File: src/rtl/jk_cmd_driver.sv
// Command FIFO + drive FSM feeding j/k to a downstream JK flip-flop, with a shadow Q model.
// Optional JK_Q_CHECK_EN adds q_in and a sticky q_mismatch flag comparing the real Q to the model.
module jk_cmd_driver #(
  parameter int DEPTH = 4,
  parameter int CNT_W = 4
) (
  input  logic                     clk,
  input  logic                     reset,
  input  logic                     cmd_valid,
  input  logic [1:0]               cmd_op,
  input  logic [CNT_W-1:0]         cmd_cnt,
  output logic                     cmd_ready,
  output logic                     j,
  output logic                     k,
  output logic                     busy,
  output logic                     q_model,
  output logic [$clog2(DEPTH):0]   fifo_level,
  output logic                     state_dbg
`ifdef JK_Q_CHECK_EN
  ,
  input  logic                     q_in,
  output logic                     q_mismatch
`endif
);

  localparam int AW = $clog2(DEPTH);
  localparam int LW = AW + 1;
  localparam int EW = CNT_W + 2;

  typedef enum logic {IDLE = 1'b0, DRIVE = 1'b1} state_t;

  // Handshake: a command transfers on any rising edge where cmd_valid && cmd_ready;
  // cmd_ready depends only on the registered fifo_level, never on a same-cycle pop.
  logic [EW-1:0]    mem [DEPTH];
  logic [AW-1:0]    wr_ptr, rd_ptr;
  state_t           state_q, state_d;
  logic [CNT_W-1:0] rem_q, rem_d;
  logic             j_d, k_d;
  logic             push, pop, fifo_empty;
  logic [EW-1:0]    head;
  logic [1:0]       head_op;
  logic [CNT_W-1:0] head_cnt;

  assign cmd_ready  = (fifo_level != LW'(DEPTH));
  assign fifo_empty = (fifo_level == '0);
  assign push       = cmd_valid & cmd_ready;
  assign head       = mem[rd_ptr];
  assign head_op    = head[EW-1:CNT_W];
  assign head_cnt   = head[CNT_W-1:0];
  assign busy       = (state_q == DRIVE);
  assign state_dbg  = state_q;

  always_comb begin
    pop     = 1'b0;
    state_d = state_q;
    rem_d   = rem_q;
    j_d     = j;
    k_d     = k;
    case (state_q)
      IDLE: begin
        j_d = 1'b0;
        k_d = 1'b0;
        if (!fifo_empty) begin
          pop     = 1'b1;
          state_d = DRIVE;
          j_d     = head_op[1];
          k_d     = head_op[0];
          rem_d   = (head_cnt == '0) ? CNT_W'(1) : head_cnt;
        end
      end
      DRIVE: begin
        if (rem_q == CNT_W'(1)) begin
          // Chain straight into the next command so there is no bubble cycle.
          if (!fifo_empty) begin
            pop   = 1'b1;
            j_d   = head_op[1];
            k_d   = head_op[0];
            rem_d = (head_cnt == '0) ? CNT_W'(1) : head_cnt;
          end else begin
            state_d = IDLE;
            j_d     = 1'b0;
            k_d     = 1'b0;
            rem_d   = '0;
          end
        end else begin
          rem_d = rem_q - CNT_W'(1);
        end
      end
      default: begin
        state_d = IDLE;
        j_d     = 1'b0;
        k_d     = 1'b0;
        rem_d   = '0;
      end
    endcase
  end

  always_ff @(posedge clk) begin
    if (push) mem[wr_ptr] <= {cmd_op, cmd_cnt};
  end

  always_ff @(posedge clk or negedge reset) begin
    if (!reset) begin
      wr_ptr     <= '0;
      rd_ptr     <= '0;
      fifo_level <= '0;
    end else begin
      if (push) wr_ptr <= wr_ptr + AW'(1);
      if (pop)  rd_ptr <= rd_ptr + AW'(1);
      case ({push, pop})
        2'b10:   fifo_level <= fifo_level + LW'(1);
        2'b01:   fifo_level <= fifo_level - LW'(1);
        default: fifo_level <= fifo_level;
      endcase
    end
  end

  always_ff @(posedge clk or negedge reset) begin
    if (!reset) begin
      state_q <= IDLE;
      rem_q   <= '0;
      j       <= 1'b0;
      k       <= 1'b0;
      q_model <= 1'b0;
    end else begin
      state_q <= state_d;
      rem_q   <= rem_d;
      j       <= j_d;
      k       <= k_d;
      // Same JK equation the downstream flop applies to the j/k it sees this cycle.
      q_model <= (j & ~q_model) | (~k & q_model);
    end
  end

`ifdef JK_Q_CHECK_EN
  always_ff @(posedge clk or negedge reset) begin
    if (!reset) q_mismatch <= 1'b0;
    else if (q_in != q_model) q_mismatch <= 1'b1;
  end
`endif

endmodule
File: config.mk
export PLATFORM = sky130hd
export DESIGN_NAME = jk_cmd_driver
export DESIGN_NICKNAME = d
export VERILOG_FILES = /design/src/rtl/jk_cmd_driver.sv
export SDC_FILE = /design/constraint.sdc
export NUM_CORES = 1
export LEC_CHECK = 0
export CAP_MARGIN = 20
export CORE_MARGIN = 3
export CORE_UTILIZATION = 40
export DETAILED_ROUTE_END_ITERATION = 8
export SLEW_MARGIN = 20
export SYNTH_ARGS = -nofsm -noshare
export SYNTH_HDL_FRONTEND = slang
export SYNTH_SLANG_ARGS = --single-unit
export TNS_END_PERCENT = 10
File: constraint.sdc
create_clock -name clk -period 3.1 [get_ports clk]
set_clock_uncertainty 0.05 [all_clocks]
set_input_delay 0.93 -clock clk [delete_from_list [all_inputs] [get_ports clk]]
set_output_delay 0.93 -clock clk [all_outputs]
set_load 0.02 [all_outputs]
==> metrics, run 1 <==
latest clock arrival within the worst-skew pair=0.27 ns; final slew viol count=0; Final #Nets=146; final hold viol count=0; fillcell total=342; Hold EP=q_model; Avg Cell Area, Syn=about 16 um^2; via count=slightly above 900; Tot GR Track Use=0.119; Pwr per Cell Area=937 nW/um^2; worst reg2reg path endpoint=fifo_level[2]; first-pass GRT wire length=4600 um; Tmin final=2.60 ns; leakage power=around 0.77 nW; Die Area=5070 um^2; Worst Setup SP=fifo_level[0]; GRT met3 Usage=0.0295; post_cts resized=0; hpwl dp=2080 um; clock transition at the registers of the reported paths=0.07 ns; Setup Buffers After CTS=0; Synth Net Count=around 130; Crit Reg-Reg Startpoint=rem_q[1]; CTS sink cnt=39; post-synthesis cell count=108; vias per cell=5.09; GRT overflow=0; most common cell after layout, fill and taps aside=edfxtp_1; Post-synth EDFFs=24; Synthesis Warnings=0; design area=1990 um^2; final std cells w/o fill=between 150 and 200; Synth Cell Area=between 1500 and 2000 um^2; 1st-iter DRT viols=47; port bufs=17; startpoint types=flip-flop; status=completed; antenna viol nets, final=0; Synth cell types=34; Critical Path RT=2.12 ns; relative slew slack=0.535; Place WS=roughly 0.31 ns; Residual DRC=0; H-tree depth=2; Worst VDD drop=319 uV; fin crit share=0.839; pin count of the biggest net entering global routing=16; sequential share of the synthesized area=0.644; I/O pin total=18; fraction of layout cells with a size suffix above 1=0.100; Die Y-Extent=71.2 um; Avg WL per Cell=~15 um; hold path startpoint=q_model; vias in the first global route=about 980; Hold-fix buffers, CTS=0; Final TNS setup=0 ns; Synth Flop Type=edfxtp_1; FF-to-FF setup slack=between 0.5 and 0.6 ns; Worst R2R Path Depth=10; Util after Layout=0.490; Initial DRT Pass Iterations=4; Core Area=4060 um^2; flops & latches, synth=39; Critical Path Sink Type=primary output; Tot Pwr=approximately 1.9 mW; row count=23; CTS tree=done; Inst Count DP=172; Antenna diodes=0; Async SR Flop Fraction=0.385; Die W=71.2 um; CTS max path bufs=2; crit path DAT=roughly 1.6 ns; fmax=between 0.3 and 0.4 GHz; min-delay worst type=reg2reg; Initial Util=0.419; Area Overhead vs Synth=16.9%; Min Hold Slack=approximately 0.43 ns; Worst Tran Pin Value=0.695 ns; global routing's busiest layer=met2; Final Setup Violations=0; unrepaired setup endpoints after global routing=false; total CTS buffers=5; Worst Slack Setup Final=0.499 ns; Placed Area=1910 um^2; GR Util met1=0.149; initial antenna violation count=0; GR Layer Usage met2=0.202; Crit Path Class=reg2out; CTS Root Cell=clkbuf_8; Post-Route WL=2760 um; most frequent cells in the layout=edfxtp_1, clkdlybuf4s50_1, dfrtp_1, inv_1, ha_1; GPL Wtd Cong=0.725; worst hold path cell count=1; MaxCap Viol Count=0; Crit Path Max Fanout=6
## report_power, final
| part | internal, mW | total (mW) | switching (mW) |
|---|---|---|---|
| Sequential | 0.723 | 0.862 | 0.139 |
| Combinational | 0.346 | 0.689 | 0.343 |
| Clock | 0.158 | 0.312 | 0.155 |
| Total | 1.23 | 1.86 | 0.637 |
## per-layer routing
metal | up-vias | routed length (um)
met1 | 456 | 1220
met3 | 2 | 125
met5 | - | 0
met4 | 0 | 22
li1 | 440 | -
met2 | 19 | 1390
## registers in the layout (all words and copies together), names as in the netlist
signal      flops
busy            1
k               1
rd_ptr          2
q_model         1
rem_q           4
wr_ptr          2
mem            24
fifo_level      3
j               1
## layout make-up
cell class	count	area [um^2]	share of cell area
clock buffer	7	76.3	0.0384
clock inverter	1	5.00	0.00252
inverter	11	41.3	0.0208
multi-input combinational	55	538	0.270
sequential	39	1100	0.551
tap	50	62.6	0.0314
timing repair buffer	17	170	0.0855
## critical path, stage by stage (launching register included)
cell and delay [ns]:
dfrtp_1 0.43, inv_1 0.11, nand3_1 0.18, clkdlybuf4s50_1 0.64
## logic make-up (layout without fill, tap and decap cells)
| family | Yosys count | count (layout) | synth area share |
|---|---|---|---|
| and+or+nand+nor | 20 | 20 | 0.0654 |
| xor gates and xnor gates | 6 | 6 | 0.0309 |
| muxes | 8 | 8 | 0.0985 |
| adders and majority gates | 8 | 8 | 0.0632 |
| DFF | 39 | 39 | 0.644 |
| buffers and inverters | 14 | 36 | 0.0397 |
| AOI/OAI and AO/OA | 13 | 13 | 0.0581 |
## how the worst max path moves through the flow
stage | to | slack [ns]
after detailed placement | fifo_level[2] | 0.31
final | cmd_ready | 0.50
after CTS | cmd_ready | 0.47
after global routing | cmd_ready | 0.36
after floorplan | fifo_level[2] | 0.78
after global placement | fifo_level[2] | 0.38
## Yosys cell counts (3+ instances only)
master	instances	share of area
edfxtp_1	24	0.42
o21ai_0	3	0.0088
dfrtp_1	15	0.22
mux4_1	3	0.046
ha_1	7	0.051
inv_1	11	0.024
mux4_2	3	0.040
and3_1	4	0.015
xnor2_1	3	0.015
nand2_1	6	0.013
xor2_1	3	0.015
No activity file was read; power rests on OpenSTA's default activity.
==> inputs of run 2 (changes only) <==
==> constraint.sdc (replaced) <==
create_clock -name clk -period 2.5 [get_ports clk]
set_clock_uncertainty 0.05 [all_clocks]
set_input_delay 0.75 -clock clk [delete_from_list [all_inputs] [get_ports clk]]
set_output_delay 0.75 -clock clk [all_outputs]
set_load 0.02 [all_outputs]
==> run 2 against run 1 <==
  * Cell count up 1.7%
  * Clock power up 37%
  * Die area unchanged
  * Worst hold slack worse by 0.0040 ns
  * First-iteration DRC count up 19%
  * Critical path depth up 7
  * Design area up 1.8%
  * Via count up 1.3%
  * Critical path type is now reg2reg
==> metrics, run 2 (synthesized netlist as in run 1, its figures left out) <==
Area Overhead vs Synth=19.0%; final std cells w/o fill=183 (+1.7%); 1st-iter DRT viols=56 (+19%); row count=23 (unchanged); crit path DAT=2.48 ns (+0.86 ns); I/O pin total=18 (unchanged); Die Y-Extent=71.2 um (unchanged); Util after Layout=0.499 (+0.00863); Critical Path Sink Type=flip-flop; Avg WL per Cell=15.0 um (-1.7%); Antenna diodes=0 (unchanged); initial antenna violation count=0 (unchanged); latest clock arrival within the worst-skew pair=0.28 ns (about the same); MaxCap Viol Count=0 (unchanged); Crit Reg-Reg Startpoint=rem_q[1]; via count=929 (+1.3%); Die Area=5070 um^2 (unchanged); worst hold path cell count=1 (unchanged); most frequent cells in the layout=edfxtp_1, clkdlybuf4s50_1, dfrtp_1, inv_1, ha_1; max reg flops=24 (unchanged); min-delay worst type=reg2reg; unrepaired setup endpoints after global routing=false; fraction of layout cells with a size suffix above 1=0.128 (+0.0278); CTS sink cnt=39 (unchanged); vias in the first global route=985 (+1.0%); Critical Path Max Stage Delay=0.40 ns (-0.24 ns); startpoint types=flip-flop; Die W=71.2 um (unchanged); Hold EP=q_model; Min Hold Slack=0.427 ns (-0.00396 ns); most common cell after layout, fill and taps aside=edfxtp_1; Crit Path Class=reg2reg; Inst Count DP=175 (+1.7%); Pwr per Cell Area=1160 nW/um^2 (+24%); worst reg2reg path endpoint=fifo_level[2]; Final TNS setup=0 ns (unchanged); GPL Wtd Cong=0.740 (+2.1%); pin count of the biggest net entering global routing=16 (unchanged); GRT overflow=0 (unchanged); fmax=0.433 GHz; Final #Nets=149 (+2.1%); Worst VDD drop=500 uV (+57%); FF-to-FF setup slack=0.19 ns (-0.39 ns); hold path startpoint=q_model; hpwl dp=2030 um (-2.2%); Post-Route WL=2750 um (about the same); port bufs=17 (unchanged); Critical Path RT=2.66 ns (+0.54 ns); Worst Tran Pin Value=0.668 ns (-0.0272 ns); CTS max path bufs=2 (unchanged); relative slew slack=0.553 (+0.0182); crit path cell chain=inv_1 -> ha_1 -> or3b_4 -> a21oi_4 -> ha_1 -> inv_1 -> fa_1 -> xor2_1 -> nor2_1 -> xor2_1; Tmin final=2.31 ns; Crit-path slowest cell=or3b_4; Final Setup Violations=0 (unchanged); leakage power=0.797 nW (+3.0%); Residual DRC=0 (unchanged); vias per cell=5.08 (-0.35%); Crit path max-delay family=adder cells; final slew viol count=0 (unchanged); antenna viol nets, final=0 (unchanged); Biggest register=mem; fin crit share=0.924; Tot GR Track Use=0.126 (+0.00723); total CTS buffers=5 (unchanged); status=completed; Initial Util=0.419 (unchanged); Crit Path Max Fanout=3 (-3); clock transition at the registers of the reported paths=0.07 ns (about the same); H-tree depth=2 (unchanged); largest registers=mem: 24 flops, rem_q: 4 flops, fifo_level: 3 flops; Tot Pwr=2.36 mW (+26%); Setup Buffers After CTS=0 (unchanged); number of buffers and inverters on the critical path=2 (unchanged); Worst R2R Path Depth=10 (unchanged); CTS tree=done; Core Area=4060 um^2 (unchanged); first-pass GRT wire length=4810 um (+4.5%); Initial DRT Pass Iterations=4 (unchanged); CTS Root Cell=clkbuf_8; Hold-fix buffers, CTS=0 (unchanged); final hold viol count=0 (unchanged)
[run 2: changes by cell type in the layout (fill, tap and decap cells not counted)]
cell | previous run | this run
buf_4 | 0 | 3
clkbuf_1 | 2 | 1
clkbuf_8 | 5 | 6
clkdlybuf4s50_1 | 17 | 16
dlymetal6s2s_1 | 0 | 1
[run 2: metal layers]
metal,wire length (um),track usage
met3,120,0.0477
met5,0,0
met4,51,0.0501
met1,1240,0.157
met2,1340,0.198
[run 2: power by group]
group / internal, mW / leakage [nW] / total (mW) / switching, mW
clock: 0.222 / 0.0482 / 0.426 / 0.204
combinational: 0.441 / 0.353 / 0.865 / 0.424
sequential: 0.896 / 0.396 / 1.07 / 0.171
total: 1.56 / 0.797 / 2.36 / 0.798
[run 2: per-stage QoR]
step	area, um^2	worst slack, ns
after detailed placement	1930	-0.00793
after global routing	2020	0.0284
after floorplan	1700	0.179
after CTS	2020	0.0605
final	2020	0.189
after global placement	1930	0.0427
[run 2: timing repair]
| action | CTS | global route |
|---|---|---|
| gates resized for setup | 0 | 1 |
| endpoints found under the hold margin | 0 | 0 |
| endpoints found under the setup margin | 0 | 1 |
[run 2: cell type report]
type                       instances  area (um^2)
clock buffer                       7         86.3
sequential                        39         1100
multi-input combinational         55          538
inverter                          11         41.3
clock inverter                     1         5.00
tap                               50         62.6
fill                             338         2030
timing repair buffer              20          195
[run 2: worst max-delay path by stage]
stage | start | endpoint | slack, ns | depth (start not counted)
floorplan | rem_q[1] | fifo_level[2] | 0.18 | 10
global placement | cmd_valid | fifo_level[2] | 0.04 | 9
detailed placement | cmd_valid | fifo_level[2] | -0.008 | 9
CTS | fifo_level[0] | cmd_ready | 0.06 | 3
global route | rem_q[1] | fifo_level[2] | 0.03 | 10
finish | rem_q[1] | fifo_level[2] | 0.19 | 10
==> variant: new RTL, settings of run 1 <==
Register the output `state_dbg` once more, cleared by the reset; this adds one clock of latency there. The other outputs are not delayed to match.
--- a/src/rtl/jk_cmd_driver.sv
+++ b/src/rtl/jk_cmd_driver.sv
@@ -50,3 +50,9 @@
   assign busy       = (state_q == DRIVE);
-  assign state_dbg  = state_q;
+  always_ff @(posedge clk or negedge reset) begin
+    if (!reset) begin
+      state_dbg <= '0;
+    end else begin
+      state_dbg <= state_q;
+    end
+  end
 
Formal check against the unedited RTL: not equivalent (a bounded check fails within 4 cycles, from zero or initial values and one cycle with reset low).
==> variant against run 1 <==
Sequential share of layout area grew 0.49 points. Worst setup slack got worse by 0.014 ns. Total power rose by 1.8%. Wire length is 3.0% higher. Synthesized area rose by 1.0%. Synthesized cell count unchanged. Design area is 1.4% higher. Final cell count up 0.56%. Sequential cell count rose by 1. Critical endpoint unchanged.
==> variant: results (changes against run 1) <==
[metrics] status: complete, no violations
[metrics] half-perimeter wire length after detailed placement: 2028 µm (-2.4%)
[metrics] Worst Slack Setup Final: 0.4848 ns (-0.01387 ns)
[metrics] yosys warns: 0 (unchanged)
[metrics] CP arrival: 1.64 ns (+0.02 ns)
[metrics] vias in the first global route: 970 (-0.51%)
[metrics] DP Area: 1933 µm² (+1.3%)
[metrics] worst hold path type: flip-flop to flip-flop
[metrics] top cells by area, synth: sky130_fd_sc_hd__edfxtp_1 42%, sky130_fd_sc_hd__dfrtp_1 23%, sky130_fd_sc_hd__ha_1 5.1%
[metrics] total of fill cells in the finished design: 376 (+9.9%)
[metrics] r2r setup slk: 0.51 ns (-0.07 ns)
[metrics] net switching power: 0.0006568 W (+3.2%)
[metrics] global placer's final weighted congestion: 0.7094 (-2.2%)
[metrics] top cells by instance count after synthesis: 24 x sky130_fd_sc_hd__edfxtp_1, 16 x sky130_fd_sc_hd__dfrtp_1, 11 x sky130_fd_sc_hd__inv_1, 7 x sky130_fd_sc_hd__ha_1, 6 x sky130_fd_sc_hd__nand2_1
[metrics] endpoint of the most critical setup path: cmd_ready
[metrics] Initial DRC Count: 44 (-6.4%)
[metrics] slew at the pin closest to its max-slew limit: 0.7527 ns (+0.05733 ns)
[metrics] WL/cell: 15.67 µm (+2.4%)
[metrics] share of synthesized registers carrying an async set or reset: 40.00% (+1.5 points)
[metrics] pin count of the biggest net entering global routing: 17 (+1)
[metrics] wire length of the first global-routing pass: 4657 µm (+1.2%)
[metrics] power per cell area: 940.8 nW/µm² (+0.44%)
[metrics] placed cell count: 173 (+0.58%)
[metrics] clock latency of the later-clocked register in the worst-skew pair: 0.29 ns (+0.02 ns)
[metrics] Max VDD drop: 409.1 µV (+28%)
[metrics] Seq/Total Area, Yosys: 65.21% (+0.80 points)
[metrics] fraction of final layout cells sized beyond drive strength 1: 9.924% (-0.076 points)
[metrics] Total GRT Usage: 12.17% (+0.31 points)
[metrics] setup slack at placement: 0.2670 ns (-0.04658 ns)
[metrics] syn_area_per_cell: 15.92 µm² (+1.0%)
[metrics] final-layout worst hold slack: 0.4282 ns (-0.002441 ns)
[metrics] startpoint of the worst hold path: q_model$_DFF_PN0_
[metrics] Root Buffer: sky130_fd_sc_hd__clkbuf_8
[metrics] Post-Layout Cell Count: 181 (+0.56%)
[metrics] switching share of power: 34.62% (+0.45 points)
[metrics] part of the power in registers: 46.1% (-0.2 points)
[metrics] largest registers: mem: 24 flops, rem_q: 4 flops, fifo_level: 3 flops
[metrics] reported clock group power: 0.000326 W (+4%)
[metrics] leakage power: 0.7797 nW (+0.74%)
[metrics] first element of the critical path: fifo_level[0]$_DFFE_PN0P_
[metrics] # nets final: 147 (+0.68%)
[metrics] via count of the routed design: 925 (+0.87%)
## variant: cell types whose count changed after synthesis, sizes merged
cell and delta:
dfrtp +1, buf -1
## variant: metal layers
layer  share of wire (%)  track usage [%]
met1                  47            15.45
met2                  48            18.78
met3                 4.1            4.628
met4                 1.0            5.010
met5                   0                0
## variant: final cells by class
cell class                      count  share of cell area [%]
Sequential cell                    40                   55.58
Multi-Input combinational cell     55                   26.67
Timing Repair Buffer               17                   8.437
Clock buffer                        6                   3.598
Tap cell                           50                   3.102
Inverter                           11                   2.047
Clock inverter                      2                  0.5583
## variant: logic make-up after synthesis
| kind of cell | after synthesis | synth area share [%] |
|---|---|---|
| AO/OA/AOI/OAI | 13 | 5.750 |
| XOR/XNOR | 6 | 3.057 |
| adder cells (fa/ha/maj) | 8 | 6.259 |
| buffers and inverters | 13 | 3.494 |
| flip-flops | 40 | 65.21 |
| multiplexers | 8 | 9.753 |
| AND/OR/NAND/NOR | 20 | 6.477 |
